## src/rtl/fp32_pkg.sv

```systemverilog
// Shared definitions for the binary32 divider slice.
//   - field widths and exponent bias of IEEE-754 single precision
//   - canonical result constants (quiet NaN, +infinity)
//   - fixed latency of the divider and the number of quotient bits it produces
//   - FSM state and special-case classification enums
package fp32_pkg;

    localparam int EXP_W     = 8;
    localparam int FRAC_W    = 23;
    localparam int BIAS      = 127;

    localparam logic [31:0] QNAN    = 32'h7FC0_0000;
    localparam logic [31:0] POS_INF = 32'h7F80_0000;

    // Edges from the start-sampling edge to the edge that raises out_done.
    // Set by the FSM shape (1 SETUP + 27 DIV + 1 ROUND), not tunable.
    localparam int LATENCY   = 29;
    localparam int DIV_STEPS = 27;

    typedef enum logic [1:0] {
        IDLE,
        SETUP,
        DIV,
        ROUND
    } state_t;

    // Outcome of operand classification; SP_NONE means the normal datapath
    // result is used.
    typedef enum logic [1:0] {
        SP_NONE,
        SP_NAN,
        SP_INF,
        SP_ZERO
    } special_t;

endpackage

```

## src/rtl/fp32_div_if.sv

```systemverilog
// Start/done handshake bundle of the divider.
//   in_start   request a division (honoured only while out_busy is low)
//   in_numA    dividend, binary32
//   in_numB    divisor, binary32
//   out_result quotient, binary32, valid while out_done is high and held after
//   out_busy   operation in flight
//   out_done   one-cycle completion pulse
// master: the requester; slave: the divider.
interface fp32_div_if;
    logic        in_start;
    logic [31:0] in_numA;
    logic [31:0] in_numB;
    logic [31:0] out_result;
    logic        out_busy;
    logic        out_done;

    modport master (
        output in_start, in_numA, in_numB,
        input  out_result, out_busy, out_done
    );

    modport slave (
        input  in_start, in_numA, in_numB,
        output out_result, out_busy, out_done
    );
endinterface

```

## src/rtl/fp32_unpack.sv

```systemverilog
// Splits a binary32 word into its fields and classifies it.
//   num      binary32 operand
//   sign     sign bit
//   expo     biased exponent
//   sig      significand with the hidden one restored ({1, frac})
//   is_zero  exponent 0: zero or subnormal, both treated as zero
//   is_inf   exponent all ones, fraction zero
//   is_nan   exponent all ones, fraction non-zero
// Purely combinational.
module fp32_unpack
    import fp32_pkg::*;
(
    input  logic [31:0]       num,
    output logic              sign,
    output logic [EXP_W-1:0]  expo,
    output logic [FRAC_W:0]   sig,
    output logic              is_zero,
    output logic              is_inf,
    output logic              is_nan
);

    logic [FRAC_W-1:0] frac;

    assign sign = num[31];
    assign expo = num[30:23];
    assign frac = num[22:0];

    // The hidden one is always set; for exponent 0 the significand is
    // meaningless because the operand is routed through the zero special case.
    assign sig     = {1'b1, frac};
    assign is_zero = (expo == '0);
    assign is_inf  = (expo == '1) && (frac == '0);
    assign is_nan  = (expo == '1) && (frac != '0);

endmodule

```

## src/rtl/fp32_div.sv

```systemverilog
// Multi-cycle binary32 divider: out_result = in_numA / in_numB.
//   clk   rising-edge clock
//   rst   synchronous active-high reset; aborts an operation without done
//   bus   fp32_div_if slave port (start/operands in, result/busy/done out)
// Restoring divider producing one quotient bit per DIV cycle, round to
// nearest even, flush-to-zero on inputs and outputs. Latency is LATENCY
// edges for every operand class, special cases included.
module fp32_div
    import fp32_pkg::*;
(
    input  logic      clk,
    input  logic      rst,
    fp32_div_if.slave bus
);

    state_t state_reg, state_next;

    logic [31:0]        a_reg, b_reg;
    logic [4:0]         cnt_reg;
    logic [23:0]        div_reg;
    logic [25:0]        rem_reg;
    logic [26:0]        q_reg;
    logic signed [9:0]  exp_reg;
    logic               sign_reg;
    special_t           spec_reg;
    logic [31:0]        result_reg;
    logic               done_reg;

    // Operand fields, decoded from the latched operands during SETUP.
    logic              a_sign, b_sign;
    logic [EXP_W-1:0]  a_exp, b_exp;
    logic [FRAC_W:0]   a_sig, b_sig;
    logic              a_zero, b_zero, a_inf, b_inf, a_nan, b_nan;

    fp32_unpack u_unpack_a (
        .num     (a_reg),
        .sign    (a_sign),
        .expo    (a_exp),
        .sig     (a_sig),
        .is_zero (a_zero),
        .is_inf  (a_inf),
        .is_nan  (a_nan)
    );

    fp32_unpack u_unpack_b (
        .num     (b_reg),
        .sign    (b_sign),
        .expo    (b_exp),
        .sig     (b_sig),
        .is_zero (b_zero),
        .is_inf  (b_inf),
        .is_nan  (b_nan)
    );

    // Classification; the order of the tests is the priority.
    special_t spec_next;
    always_comb begin
        spec_next = SP_NONE;
        if (a_nan || b_nan || (a_zero && b_zero) || (a_inf && b_inf))
            spec_next = SP_NAN;
        else if (a_inf || b_zero)
            spec_next = SP_INF;
        else if (a_zero || b_inf)
            spec_next = SP_ZERO;
    end

    // One restoring step: subtract the divisor when it fits.
    logic        rem_ge;
    logic [25:0] rem_sub;
    always_comb begin
        rem_ge  = (rem_reg >= {2'b00, div_reg});
        rem_sub = rem_ge ? (rem_reg - {2'b00, div_reg}) : rem_reg;
    end

    // Normalise and round the finished quotient. rem_reg holds the final
    // remainder shifted left once, which does not change whether it is zero.
    // The leading one of the selected 24-bit mantissa is implicit, so only the
    // 23 fraction bits are carried; an all-ones fraction that rounds up wraps
    // to zero and bumps the exponent, giving mantissa 0x800000.
    logic [22:0]       frac_pre, frac_fin;
    logic              guard, sticky, round_up, carry;
    logic signed [9:0] exp_pre, exp_fin;
    logic [31:0]       norm_word, result_next;
    always_comb begin
        if (q_reg[26]) begin
            frac_pre = q_reg[25:3];
            guard    = q_reg[2];
            sticky   = (|q_reg[1:0]) | (|rem_reg);
            exp_pre  = exp_reg;
        end else begin
            frac_pre = q_reg[24:2];
            guard    = q_reg[1];
            sticky   = q_reg[0] | (|rem_reg);
            exp_pre  = exp_reg - 10'sd1;
        end
        round_up = guard & (sticky | frac_pre[0]);
        carry    = round_up & (&frac_pre);
        frac_fin = frac_pre + {22'd0, round_up};
        exp_fin  = carry ? (exp_pre + 10'sd1) : exp_pre;

        if (exp_fin >= 10'sd255)
            norm_word = {sign_reg, POS_INF[30:0]};
        else if (exp_fin <= 10'sd0)
            norm_word = {sign_reg, 31'd0};
        else
            norm_word = {sign_reg, exp_fin[7:0], frac_fin};

        case (spec_reg)
            SP_NAN:  result_next = QNAN;
            SP_INF:  result_next = {sign_reg, POS_INF[30:0]};
            SP_ZERO: result_next = {sign_reg, 31'd0};
            default: result_next = norm_word;
        endcase
    end

    always_comb begin
        state_next = state_reg;
        case (state_reg)
            IDLE:    if (bus.in_start) state_next = SETUP;
            SETUP:   state_next = DIV;
            DIV:     if (cnt_reg == 5'd0) state_next = ROUND;
            ROUND:   state_next = IDLE;
            default: state_next = IDLE;
        endcase
    end

    // Control and visible outputs.
    always_ff @(posedge clk) begin
        if (rst) begin
            state_reg  <= IDLE;
            result_reg <= 32'd0;
            done_reg   <= 1'b0;
        end else begin
            state_reg <= state_next;
            done_reg  <= (state_reg == ROUND);
            if (state_reg == ROUND)
                result_reg <= result_next;
        end
    end

    // Datapath registers; only meaningful between SETUP and ROUND, so they
    // need no reset.
    always_ff @(posedge clk) begin
        case (state_reg)
            IDLE: begin
                if (bus.in_start) begin
                    a_reg <= bus.in_numA;
                    b_reg <= bus.in_numB;
                end
            end
            SETUP: begin
                sign_reg <= a_sign ^ b_sign;
                spec_reg <= spec_next;
                exp_reg  <= $signed({2'b00, a_exp}) - $signed({2'b00, b_exp})
                            + $signed(10'(BIAS));
                div_reg  <= b_sig;
                rem_reg  <= {2'b00, a_sig};
                q_reg    <= '0;
                cnt_reg  <= 5'(DIV_STEPS - 1);
            end
            DIV: begin
                q_reg   <= {q_reg[25:0], rem_ge};
                rem_reg <= rem_sub << 1;
                cnt_reg <= cnt_reg - 5'd1;
            end
            default: ;
        endcase
    end

    assign bus.out_result = result_reg;
    assign bus.out_busy   = (state_reg != IDLE);
    assign bus.out_done   = done_reg;

endmodule

```

## src/flat_wrapper.sv

```systemverilog
// flat-port wrapper written by rule: the top's interface ports become plain ports
module fp32_div_flat import fp32_pkg::*;
  (clk, rst, bus_in_start, bus_in_numA, bus_in_numB, bus_out_result, bus_out_busy, bus_out_done);
  fp32_div_if bus_i ();
  input  logic clk;
  input  logic rst;
  input wire logic [$bits(bus_i.in_start)-1:0] bus_in_start;
  input wire logic [$bits(bus_i.in_numA)-1:0] bus_in_numA;
  input wire logic [$bits(bus_i.in_numB)-1:0] bus_in_numB;
  output wire logic [$bits(bus_i.out_result)-1:0] bus_out_result;
  output wire logic [$bits(bus_i.out_busy)-1:0] bus_out_busy;
  output wire logic [$bits(bus_i.out_done)-1:0] bus_out_done;
  assign bus_i.in_start = bus_in_start;
  assign bus_i.in_numA = bus_in_numA;
  assign bus_i.in_numB = bus_in_numB;
  assign bus_out_result = bus_i.out_result;
  assign bus_out_busy = bus_i.out_busy;
  assign bus_out_done = bus_i.out_done;
  fp32_div u_core (.clk(clk), .rst(rst), .bus(bus_i));
endmodule
```

## config.mk

```make
export PLATFORM = sky130hd
export DESIGN_NAME = fp32_div_flat
export DESIGN_NICKNAME = d
export VERILOG_FILES = /design/src/rtl/fp32_pkg.sv /design/src/rtl/fp32_div_if.sv /design/src/rtl/fp32_unpack.sv /design/src/rtl/fp32_div.sv /design/src/flat_wrapper.sv
export SDC_FILE = /design/constraint.sdc
export NUM_CORES = 1
export LEC_CHECK = 0
export ABC_AREA = 1
export CAP_MARGIN = 25
export CORE_MARGIN = 2
export CORE_UTILIZATION = 40
export DETAILED_ROUTE_END_ITERATION = 16
export PLACE_DENSITY_LB_ADDON = 0.15
export SYNTH_ARGS = -nofsm -noshare
export SYNTH_HDL_FRONTEND = slang
export SYNTH_SLANG_ARGS = --single-unit
```

## constraint.sdc

```tcl
create_clock -name clk -period 3.69 [get_ports clk]
set_input_delay 0.738 -clock clk [delete_from_list [all_inputs] [get_ports clk]]
set_output_delay 0.738 -clock clk [all_outputs]
set_load 0.01 [all_outputs]
```

Yosys cells after proc, flatten, opt, wreduce, memory -nomap -nowiden
Index checks and enable logic that the tools add are counted.
{ "totals": {"out_inout_bits": 34, "register_bits": 193, "wordCells": 81} }
{ "classes": {"n_reduce_logical": 26, "magnitude_cmp": 3, "muxes": 17, "eq_ne": 10, "add_sub_neg": 7, "bitwise": 6} }
{ "ops": {"columns": ["cell", "count"], "rows": [
  ["$pmux 32 s3", 1],
  ["$mux 31", 2],
  ["$pmux 27 s2", 1],
  ["$pmux 26 s2", 1],
  ["$logic_not 23->1", 2],
  ["$reduce_bool 23->1", 2],
  ["$ge 26x24->1", 1],
  ["$reduce_or 26->1", 1],
  ["$mux 25", 1],
  ["$sub 25x24->25", 1],
  ["$add 23x1->23", 1],
  ["$mux 23", 1],
  ["$reduce_and 23->1", 1],
  ["$mux 10", 2],
  ["$eq 8x8->1 const B", 2],
  ["$logic_not 8->1", 2],
  ["$add 10x2->10 const B", 1],
  ["$add 10x8->10 const B", 1],
  ["$ge 10x9->1 const B", 1],
  ["$le 10x1->1 const B", 1],
  ["$pmux 5 s2", 1],
  ["$sub 10x2->10 const B", 1],
  ["$sub 8x8->9", 1],
  ["$eq 2x2->1 const B", 4],
  ["other kinds (17)", 36]
]} }

Longest topological paths before layout
Gate-level depths: netlist of run 1.
{ "logic_depth": {"depth_word": 11, "mapped_depth": 23, "depth_no_buf": 21} }

Hierarchy
Synthesis of run 1 repeated with hierarchy kept, for this count alone.
{ "hier_totals": {"cells_unflattened": 1400, "area_unflattened_um2": 11888.9} }
{ "modules_own_cells": {"columns": ["mod", "cells_per_inst", "seq_area_each_um2", "area_per_inst_um2", "instances"], "rows": [
  ["fp32_div", 1262, 5475.3, 11080.6, 1],
  ["fp32_unpack", 69, 0.0, 404.1, 2]
]} }

Worst setup path before layout of run 1
OpenSTA, ideal clock, no wires.
{ "synth_timing": {"path_type": "register to register", "start": "register u_core.q_reg[26]", "end": "register u_core.result_reg[22] (netlist: u_core.bus.out_result[22])", "arrival_ns": 2.692, "synth_period_minus_slack_ns": 2.811, "setup_ns": 0.119, "stages_incl_launch_ff": 21, "slack_ns": 0.879, "path_cell_list": "edfxtp_1 > buf_6 > buf_6 > buf_4 > o21ai_0 > nand2_2 > inv_2 > ha_1 > ha_1 > nand2_1 > nor2_1 > nand2_1 > nor2_1 > inv_1 > nor2_1 > nand2_1 > nor2_1 > a21oi_1 > o21a_1 > nand3_1 > a21oi_1"} }
{ "synth_between": {"elab_chain_cells": 9, "word_cells_on_any_way": 16, "classes_between": "add/sub: 2; order compare: 2; mux: 8; bitwise: 3; reduce/logical: 1"} }
{ "synth_rtl": {"columns": ["element", "line_no", "rtl"], "rows": [
  ["from (decl)", "fp32_div.sv:22", "logic [26:0] q_reg;"],
  ["from (signal assigned)", "fp32_div.sv:162", "q_reg <= {q_reg[25:0], rem_ge};"],
  ["branches (longest 7 deep; another with $add 10x2->10)", null, null],
  ["$mux 31 *", "fp32_div.sv:101", "if (exp_fin >= 10'sd255)"],
  ["$pmux 32 s3 *", "fp32_div.sv:108", "case (spec_reg)"],
  ["to (signal assigned)", "fp32_div.sv:137", "result_reg <= result_next;"],
  ["to (decl)", "fp32_div.sv:26", "logic [31:0] result_reg;"]
]} }
Every way passes the cells marked *.
A chain may end at the register's enable or synchronous reset.

Worst setup path in the final report of run 1
{ "layout_timing": {"start": "register u_core.q_reg[26]", "end": "register u_core.result_reg[1] (netlist: u_core.bus.out_result[1])"} }
The elaborated chain is that of the path after synthesis.

==> run_results.csv, run 1 <==
group,metric,value,unit
timing,skew,0.0151,ns
critical_path,critical_path_class,"flop to flop",
critical_path,reg2reg_slack,0.42,ns
critical_path,worstReg2RegStart,"u_core.q_reg[26]",
logic_synthesis,ys.flop_type,"edfxtp_1",
cts,clk_pin_slew,0.09,ns
logic_synthesis,synth_edf_count,158,
logic_synthesis,syn_nets,1468,
cts,clk_latency,0.45,ns
die,rows,61,
pwr,power,11.5,mW
finish,fin_util,0.481,
global_route,grt_pass1_vias,8625,
hold_path,whs_endpoint,"u_core.div_reg[5]",
drt,dr.pass1.iters,6,
logic_synthesis,yosysTopAreaCell,"edfxtp_1",
finish,fill_cells,2742,
critical_path,crit_arrival,3.59,ns
drt,wl,25.8,mm
cts,htreeDepth,4,
global_route,track_usage,0.183,
die,die_h,172,um
timing,rsz0062_at_grt,"false",
cts,clk_path_buf_depth,2,
cts,cts_tree,"done",
finish,syn_to_final_growth,18.3,%
pwr,power.density,863,nW/um^2
placement,io_buffers,100,
critical_path,startpoint_type,"flop",
critical_path,slowest_delay,0.51,ns
cts,cts_setup_buffers,0,
drt,wl_per_cell,14.0,um
finish,insertedDiodeCount,0,
run_status,status,"completed",
critical_path,crit_chain,"buf_4, nand2_1, inv_1, nor2_2, inv_1, ha_1, nand2_1, nor2_2, xor2_1, nand2_1, o21ai_1, nand3_1, nor2_2, nand3_4, nand2_4, inv_2, nand3b_1, a21oi_1",
logic_synthesis,synth_area_leaders,"edfxtp_1 (42%), nand2_1 (12%), inv_1 (6.5%)",
logic_synthesis,seq_area_frac_synth,0.482,
logic_synthesis,async_reset_ff_frac,0,
timing,clock.fmax,0.306,GHz
timing,finalSetupViolCount,0,
hold_path,min_delay_path_depth,0,
die,coreArea,27800,sq um
timing,hold_viol_final,0,
timing,maxSlewViolCount,0,
finish,nets,1568,
logic_synthesis,syn-instance-count,1353,
global_route,grt_start_max_net_pins,55,
drt,drt_iter0_drc,539,
die,dieArea,29600,sq um
drt,via_per_inst,4.81,
drt,ant_nets,0,
pwr,leakagePower,5.62,nW
logic_synthesis,ys_warn_count,0,
global_route,grt-ovfl-total,0,
logic_synthesis,syn-cell-area,11300,sq um
placement,routabilityCongestion,0.881,
cts,cts.sinks,193,
logic_synthesis,ys_types,52,
timing,relSlewSlack,0.507,
drt,remaining_drc_errors,0,
global_route,grt_first_pass_wirelength,42.8,mm
timing,finalCritPeriodShare,0.885,
finish,final_common_cell,"nand2_1",
cts,cts_root_buffer,"clkbuf_16",
global_route,antenna_found_initial,0,
critical_path,crit_required,4.01,ns
hold_path,worstHoldPathType,"flop to flop",
critical_path,crit_slowest_cell,"edfxtp_1",
logic_synthesis,syn_area_per_cell,8.34,sq um
drt,vias,8865,
pwr,ir_drop,0.390,mV
finish,mostFrequentLayoutCells,"nand2_1 (351), inv_1 (193), edfxtp_1 (158), nor2_1 (112), a21oi_1 (101)",
timing,fin_crit,3.27,ns
die,ios,101,
critical_path,crit_path_max_fanout,46,
logic_synthesis,yosysTopAreaCellShare,0.420,
logic_synthesis,ys_seq_elements,193,
critical_path,critPathCaptureType,"flop",
cts,cts_made_buffers,17,
hold_path,hp-start,"u_core.b_reg[5]",
die,die_x,172,um
die,initial_core_util,0.406,
critical_path,rr_endpoint,"u_core.bus.out_result[1]",
timing,holdWs,0.448,ns
finish,layout-drive-gt1-share,0.0703,
timing,tightestPinTransition,0.739,ns
timing,setup_tns,0,ns
critical_path,reg2reg_depth,18,
placement,place_hpwl,19.6,mm
flow_run,cap_violations,0,
[timing repair]
| action | 4_1_cts | 5_1_grt |
|---|---|---|
| resized for setup | 0 | 1 |
| endpoints found under the setup margin | 0 | 1 |
| hold buffers | 0 | 0 |
[worst max path at each step]
stage	startpoint	to	depth (start not counted)
finish	u_core.q_reg[26]	u_core.bus.out_result[1]	18
global route	u_core.q_reg[26]	u_core.bus.out_result[21]	18
CTS	u_core.q_reg[26]	u_core.bus.out_result[0]	18
detailed placement	u_core.q_reg[26]	u_core.bus.out_result[0]	18
global placement	u_core.q_reg[26]	u_core.bus.out_result[0]	18
floorplan	u_core.q_reg[26]	u_core.bus.out_result[22]	20
[area by class of cell]
type | count | area, sq um | area share
clock buffer | 17 | 425 | 0.0319
clock inverter | 15 | 231 | 0.0173
inverter | 201 | 759 | 0.0569
multi-input combinational | 924 | 4860 | 0.364
sequential | 193 | 5450 | 0.408
tap | 378 | 473 | 0.0354
timing repair buffer | 116 | 1160 | 0.0870
[synth_stat cells, types with 3 or more instances]
| cell | instances |
|---|---|
| a21oi_1 | 101 |
| nor3_1 | 8 |
| xnor2_1 | 12 |
| nand3b_1 | 3 |
| xor2_1 | 29 |
| nand3_1 | 62 |
| dfxtp_1 | 35 |
| ha_1 | 46 |
| o211ai_1 | 5 |
| clkbuf_1 | 18 |
| nor4_1 | 17 |
| inv_2 | 5 |
| buf_6 | 9 |
| buf_1 | 3 |
| o21a_1 | 5 |
| nor2_1 | 113 |
| edfxtp_1 | 158 |
| nand4_1 | 17 |
| o21ai_1 | 9 |
| nor2_2 | 13 |
| or2_2 | 6 |
| o21bai_1 | 6 |
| nand2_2 | 15 |
| nand2_1 | 351 |
| inv_1 | 194 |
| o21ai_0 | 75 |
[metrics by stage]
stage	cell area (sq um)	std cells	worst slack [ns]
after floorplan	11300	1353	0.879
after global placement	12600	1810	0.540
after detailed placement	12700	1811	0.464
after CTS	13300	1843	0.447
after global routing	13400	1844	0.0519
final	13400	1844	0.423
[report_power, final]
group	switching (mW)	leakage, nW	internal (mW)
logic	3.69	3.52	1.88
registers	0.480	1.78	3.43
clock network	1.08	0.316	0.979
total	5.25	5.62	6.28
[kinds of logic after synthesis]
family	count (synthesis)	share of synthesized area
flops	193	0.482
xor+xnor	41	0.0318
compound gates	217	0.105
fa+ha+maj	48	0.0545
buf+inv	236	0.0877
simple gates	618	0.239
[critical path, delay by kind of cell, from the launching register on]
| family | cells | cell delay (ns) |
|---|---|---|
| AND/OR/NAND/NOR | 10 | 1.15 |
| buffers and inverters | 4 | 0.88 |
| flip-flops | 1 | 0.51 |
| adder cells (fa/ha/maj) | 1 | 0.25 |
| AO/OA/AOI/OAI | 2 | 0.20 |
| XOR/XNOR | 1 | 0.15 |
[routing by layer]
layer | wire length, um | global-route usage
met1 | 12900 | 0.260
met2 | 11800 | 0.292
met3 | 808 | 0.0293
met4 | 309 | 0.0431
met5 | 0 | 0
Note: power is estimated with default switching activity, not from simulation.
==> run 2: changes to the inputs <==
Settings changed: SLEW_MARGIN set to 20.
==> run 2 against run 1 <==
Effect of this change: setup slack worse by 0.021 ns; sequential power hardly changed; clock skew is 0.012 ns higher; sequential share of layout area is 0.077 points higher; via count is 1.3% higher; flip-flop and latch count stayed put; register-to-register slack worse by 0.02 ns; routed wire length is 0.88% higher; core utilization is 0.090 points lower; non-clock buffer count stayed put.
==> run_results.csv, run 2 (synthesis gave the netlist of run 1 again) <==
group,metric,value,unit
drt,dr.pass1.iters,5,
timing,holdWs,0.441,ns
flow_run,cap_violations,0,
die,die_h,172,um
finish,nets,1568,
pwr,clkPwrFrac,0.180,
global_route,grt_first_pass_wirelength,43.1,mm
global_route,track_usage,0.183,
global_route,grt-ovfl-total,0,
die,die_x,172,um
finish,syn_to_final_growth,18.1,%
timing,relSlewSlack,0.503,
cts,cts_setup_buffers,0,
timing,tightestPinTransition,0.745,ns
cts,cts_made_buffers,17,
cts,clk_latency,0.45,ns
cts,cts_hold_buf,0,
die,rows,61,
critical_path,slowest_delay,0.50,ns
die,initial_core_util,0.406,
critical_path,crit_arrival,3.61,ns
pwr,power.density,866,nW/um^2
cts,cts.sinks,193,
cts,cts_root_buffer,"clkbuf_16",
timing,skew,0.0266,ns
global_route,grt_pass1_vias,8600,
timing,fin_crit,3.29,ns
critical_path,worstReg2RegStart,"u_core.q_reg[26]",
die,coreArea,27800,sq um
pwr,leakagePower,5.61,nW
critical_path,startpoint_type,"flop",
timing,setup_tns,0,ns
critical_path,critPathCaptureType,"flop",
global_route,antenna_found_initial,0,
pwr,power.internal,6.27,mW
critical_path,critPathBufInv,4,
placement,routabilityCongestion,0.881,
die,ios,101,
drt,vias,8976,
run_status,status,"completed",
drt,via_per_inst,4.87,
die,dieArea,29600,sq um
placement,io_buffers,100,
critical_path,cp_top_family,"simple AND/OR/NAND/NOR gates",
timing,maxSlewViolCount,0,
pwr,p_switching,5.27,mW
drt,wl,26.0,mm
finish,mostFrequentLayoutCells,"nand2_1 (351), inv_1 (193), edfxtp_1 (158), nor2_1 (113), a21oi_1 (101)",
finish,final_common_cell,"nand2_1",
cts,clk_path_buf_depth,2,
critical_path,crit_chain,"buf_4, nand2_1, inv_1, nor2_2, inv_1, ha_1, nand2_1, nor2_2, xor2_1, nand2_1, o21ai_1, nand3_1, nor2_2, nand3_4, nand2_4, inv_2, nand3b_1, a21oi_1",
drt,drt_iter0_drc,497,
critical_path,crit_path_max_fanout,46,
placement,place_hpwl,19.6,mm
hold_path,hp-start,"u_core.b_reg[7]",
cts,htreeDepth,4,
timing,finalSetupViolCount,0,
pwr,combPwrFrac,0.481,
critical_path,reg2reg_depth,18,
finish,insertedDiodeCount,0,
critical_path,crit_required,4.01,ns
pwr,ir_drop,0.464,mV
hold_path,worstHoldPathType,"flop to flop",
cts,clk_pin_slew,0.09,ns
timing,clock.fmax,0.304,GHz
timing,rsz0062_at_grt,"false",
pwr,power_frac_seq,0.339,
critical_path,critical_path_class,"flop to flop",
cts,cts_tree,"done",
critical_path,startpoint,"u_core.q_reg[26]",
critical_path,crit_slowest_cell,"edfxtp_1",
drt,ant_nets,0,
drt,remaining_drc_errors,0,
timing,finalCritPeriodShare,0.891,
global_route,grt_start_max_net_pins,55,
drt,wl_per_cell,14.1,um
cts,cts_resized,0,
timing,hold_viol_final,0,
hold_path,min_delay_path_depth,0,
finish,layout-drive-gt1-share,0.0696,
critical_path,cp.depth,18,
pwr,switching_share,0.456,
==> run 2: cell counts in the layout (fill, tap and decap cells not counted) <==
No cell type changed its count.
==> run 2: worst paths after layout <==
| kind | endpoint | slack (ns) |
|---|---|---|
| setup / recovery | u_core.bus.out_result[0] | 0.40 |
| hold / removal | u_core.div_reg[7] | 0.44 |
| setup reg to reg | u_core.bus.out_result[0] | 0.40 |
| hold reg to reg | u_core.div_reg[7] | 0.44 |
==> run 2: per-stage QoR <==
step / cells / total power, mW / cell area (sq um) / setup WS, ns / util
final: 1844 / 11.5 / 13300 / 0.402 / 0.480
after global routing: 1844 / 12.6 / 13300 / 0.0554 / 0.480
after CTS: 1843 / 11.6 / 13300 / 0.420 / 0.479
after detailed placement: 1811 / 9.49 / 12700 / 0.436 / 0.455
after global placement: 1810 / 9.44 / 12600 / 0.540 / 0.455
after floorplan: 1353 / 8.12 / 11300 / 0.879 / -
==> run 2: power by group through the flow <==
| stage | clock network [mW] | registers, mW | logic [mW] |
|---|---|---|---|
| global route | 2.20 | 4.01 | 6.35 |
| detailed placement | 0 | 3.96 | 5.53 |
| finish | 2.08 | 3.91 | 5.55 |
| floorplan | 0 | 3.81 | 4.30 |
| global placement | 0 | 3.95 | 5.50 |
| CTS | 2.13 | 3.92 | 5.55 |
==> run 2: worst register-to-register path: stages, from the launching register on <==
cell      delay [ns]
edfxtp_1        0.50
buf_4           0.47
nand2_1         0.10
inv_1           0.08
nor2_2          0.06
inv_1           0.21
ha_1            0.27
nand2_1         0.11
nor2_2          0.18
xor2_1          0.15
nand2_1         0.06
o21ai_1         0.14
nand3_1         0.11
nor2_2          0.14
nand3_4         0.12
nand2_4         0.18
inv_2           0.13
nand3b_1        0.10
a21oi_1         0.06
==> run 2: final cells by class <==
type,count,area [sq um]
inverters,201,759
flip-flops and latches,193,5450
fillers,2769,14500
clock buffers,17,425
repair buffers,116,1140
clock inverters,15,234
multi-input cells,924,4850
well taps,378,473
==> run 2: metal layers <==
layer | up-vias | part of all wire | track usage
met2 | 164 | 0.46 | 0.296
li1 | 4653 | - | -
met5 | - | 0 | 0
met4 | 0 | 0.010 | 0.0417
met3 | 13 | 0.035 | 0.0268
met1 | 4146 | 0.50 | 0.261
==> run 3: changes to the inputs <==
Settings changed: CELL_PAD_IN_SITES_DETAIL_PLACEMENT set to 1, CELL_PAD_IN_SITES_GLOBAL_PLACEMENT set to 1, SLEW_MARGIN 20 to unset.
==> run 3 against run 2 <==
Effect of this change: clock power down 10%; cell count fell by 0.11%; critical path depth unchanged; non-clock buffer count is 2 lower; via count rose by 2.7%; clock skew shrank 0.010 ns; first-iteration DRC count rose by 8.0%; global-route usage is 2.3 points higher; largest power group unchanged.
==> run_results.csv, run 3 (synthesis gave the netlist of run 1 again) <==
group,metric,value,unit
run_status,status,"completed",
cts,cts_root_buffer,"clkbuf_16",
critical_path,cp_top_family,"simple AND/OR/NAND/NOR gates",
critical_path,startpoint_type,"flop",
drt,wl_per_cell,15.8,um
placement,dp_cells,1809,
drt,dr.pass1.iters,5,
hold_path,worstHoldPathType,"flop to flop",
global_route,track_usage,0.207,
pwr,power.internal,6.22,mW
critical_path,crit_chain,"buf_4, nand2_1, nand2_1, nand2_2, inv_2, nand2_1, nor2_2, nand3_4, nor2_8, nand2_1, o21ai_1, nand3_1, nor2_2, nand3_4, nand2_4, inv_2, nand3b_1, a21oi_1",
cts,clk_path_buf_depth,2,
critical_path,crit_path_max_fanout,40,
critical_path,crit_required,4.01,ns
drt,drt_iter0_drc,537,
critical_path,critPathCaptureType,"flop",
timing,skew,0.0164,ns
die,dieArea,29600,sq um
finish,mostFrequentLayoutCells,"nand2_1 (351), inv_1 (193), edfxtp_1 (158), nor2_1 (112), a21oi_1 (101)",
cts,cts_setup_buffers,0,
drt,vias,9221,
timing,holdWs,0.455,ns
placement,place_hpwl,21.9,mm
timing,hold_viol_final,0,
pwr,power_frac_seq,0.339,
timing,clock.fmax,0.318,GHz
cts,cts_tree,"done",
flow_run,cap_violations,0,
pwr,combPwrFrac,0.499,
die,initial_core_util,0.406,
cts,clk_pin_slew,0.09,ns
global_route,antenna_found_initial,0,
global_route,grt-ovfl-total,0,
die,rows,61,
die,die_x,172,um
cts,clk_latency,0.45,ns
pwr,p_switching,5.36,mW
critical_path,critPathBufInv,3,
drt,wl,29.1,mm
drt,via_per_inst,5.01,
timing,rsz0062_at_grt,"false",
timing,finalSetupViolCount,0,
finish,layout-drive-gt1-share,0.0690,
finish,nets,1566,
cts,htreeDepth,4,
critical_path,slowest_delay,0.45,ns
cts,cts.sinks,193,
timing,relSlewSlack,0.368,
critical_path,cpMostUsedCell,"nand2_1",
pwr,switching_share,0.463,
finish,final_cells,1842,
pwr,clkPwrFrac,0.162,
timing,fin_crit,3.15,ns
finish,fill_cells,3337,
global_route,grt_first_pass_wirelength,48.1,mm
critical_path,critical_path_class,"flop to flop",
timing,tightestPinTransition,0.948,ns
pwr,ir_drop,0.423,mV
pwr,leakagePower,5.57,nW
die,ios,101,
placement,routabilityCongestion,0.852,
timing,finalCritPeriodShare,0.854,
placement,io_buffers,100,
global_route,grt_start_max_net_pins,65,
critical_path,crit_slowest_cell,"edfxtp_1",
critical_path,crit_arrival,3.47,ns
drt,remaining_drc_errors,0,
die,die_h,172,um
finish,final_common_cell,"nand2_1",
timing,setup_tns,0,ns
drt,ant_nets,0,
cts,cts_made_buffers,17,
timing,maxSlewViolCount,0,
global_route,grt_pass1_vias,9629,
pwr,power.density,874,nW/um^2
finish,insertedDiodeCount,0,
finish,syn_to_final_growth,17.4,%
die,coreArea,27800,sq um
[run 3: power by group through the flow]
stage / registers, mW / logic [mW] / clock network [mW]
after CTS: 3.94 / 5.83 / 1.92
after detailed placement: 3.98 / 5.76 / 0
after global placement: 3.95 / 5.60 / 0
after floorplan: 3.81 / 4.30 / 0
final: 3.92 / 5.79 / 1.87
after global routing: 4.02 / 6.61 / 1.99
[run 3: final cells by class]
class,count,area (sq um),share of cell area
Timing Repair Buffer,114,1150,0.0865
Sequential cell,193,5450,0.411
Tap cell,378,473,0.0357
Clock inverter,14,139,0.0105
Clock buffer,18,429,0.0324
Multi-Input combinational cell,924,4860,0.367
Inverter,201,759,0.0573
[run 3: what timing repair did]
action                                  in CTS  in global routing
gates resized for setup                      0                  1
endpoints found under the setup margin       0                  1
hold buffers                                 0                  0
[run 3: path summary, 6_finish.rpt]
path,startpoint,end,cells after the start,slack [ns]
worst max-delay path,u_core.q_reg[26],u_core.bus.out_result[0],18,0.54
worst min-delay path,u_core.b_reg[3],u_core.div_reg[3],0,0.46
worst max register to register,u_core.q_reg[26],u_core.bus.out_result[0],18,0.54
worst min register to register,u_core.b_reg[3],u_core.div_reg[3],0,0.46
[run 3: through the flow]
step            util  worst slack, ns  cell area (sq um)  power (mW)
6_report       0.477            0.540              13300        11.6
3_5_place_dp   0.455            0.557              12700        9.74
3_3_place_gp   0.454            0.617              12600        9.55
2_1_floorplan      -            0.879              11300        8.12
5_1_grt        0.477           0.0965              13300        12.6
4_1_cts        0.476            0.522              13200        11.7
[run 3: routing by layer]
metal	up-vias	wire, um	GRT usage	share of wire
li1	4644	-	-	-
met3	33	854	0.0249	0.029
met2	171	14200	0.367	0.49
met5	-	0	0	0
met1	4373	13500	0.264	0.47
met4	0	543	0.0628	0.019
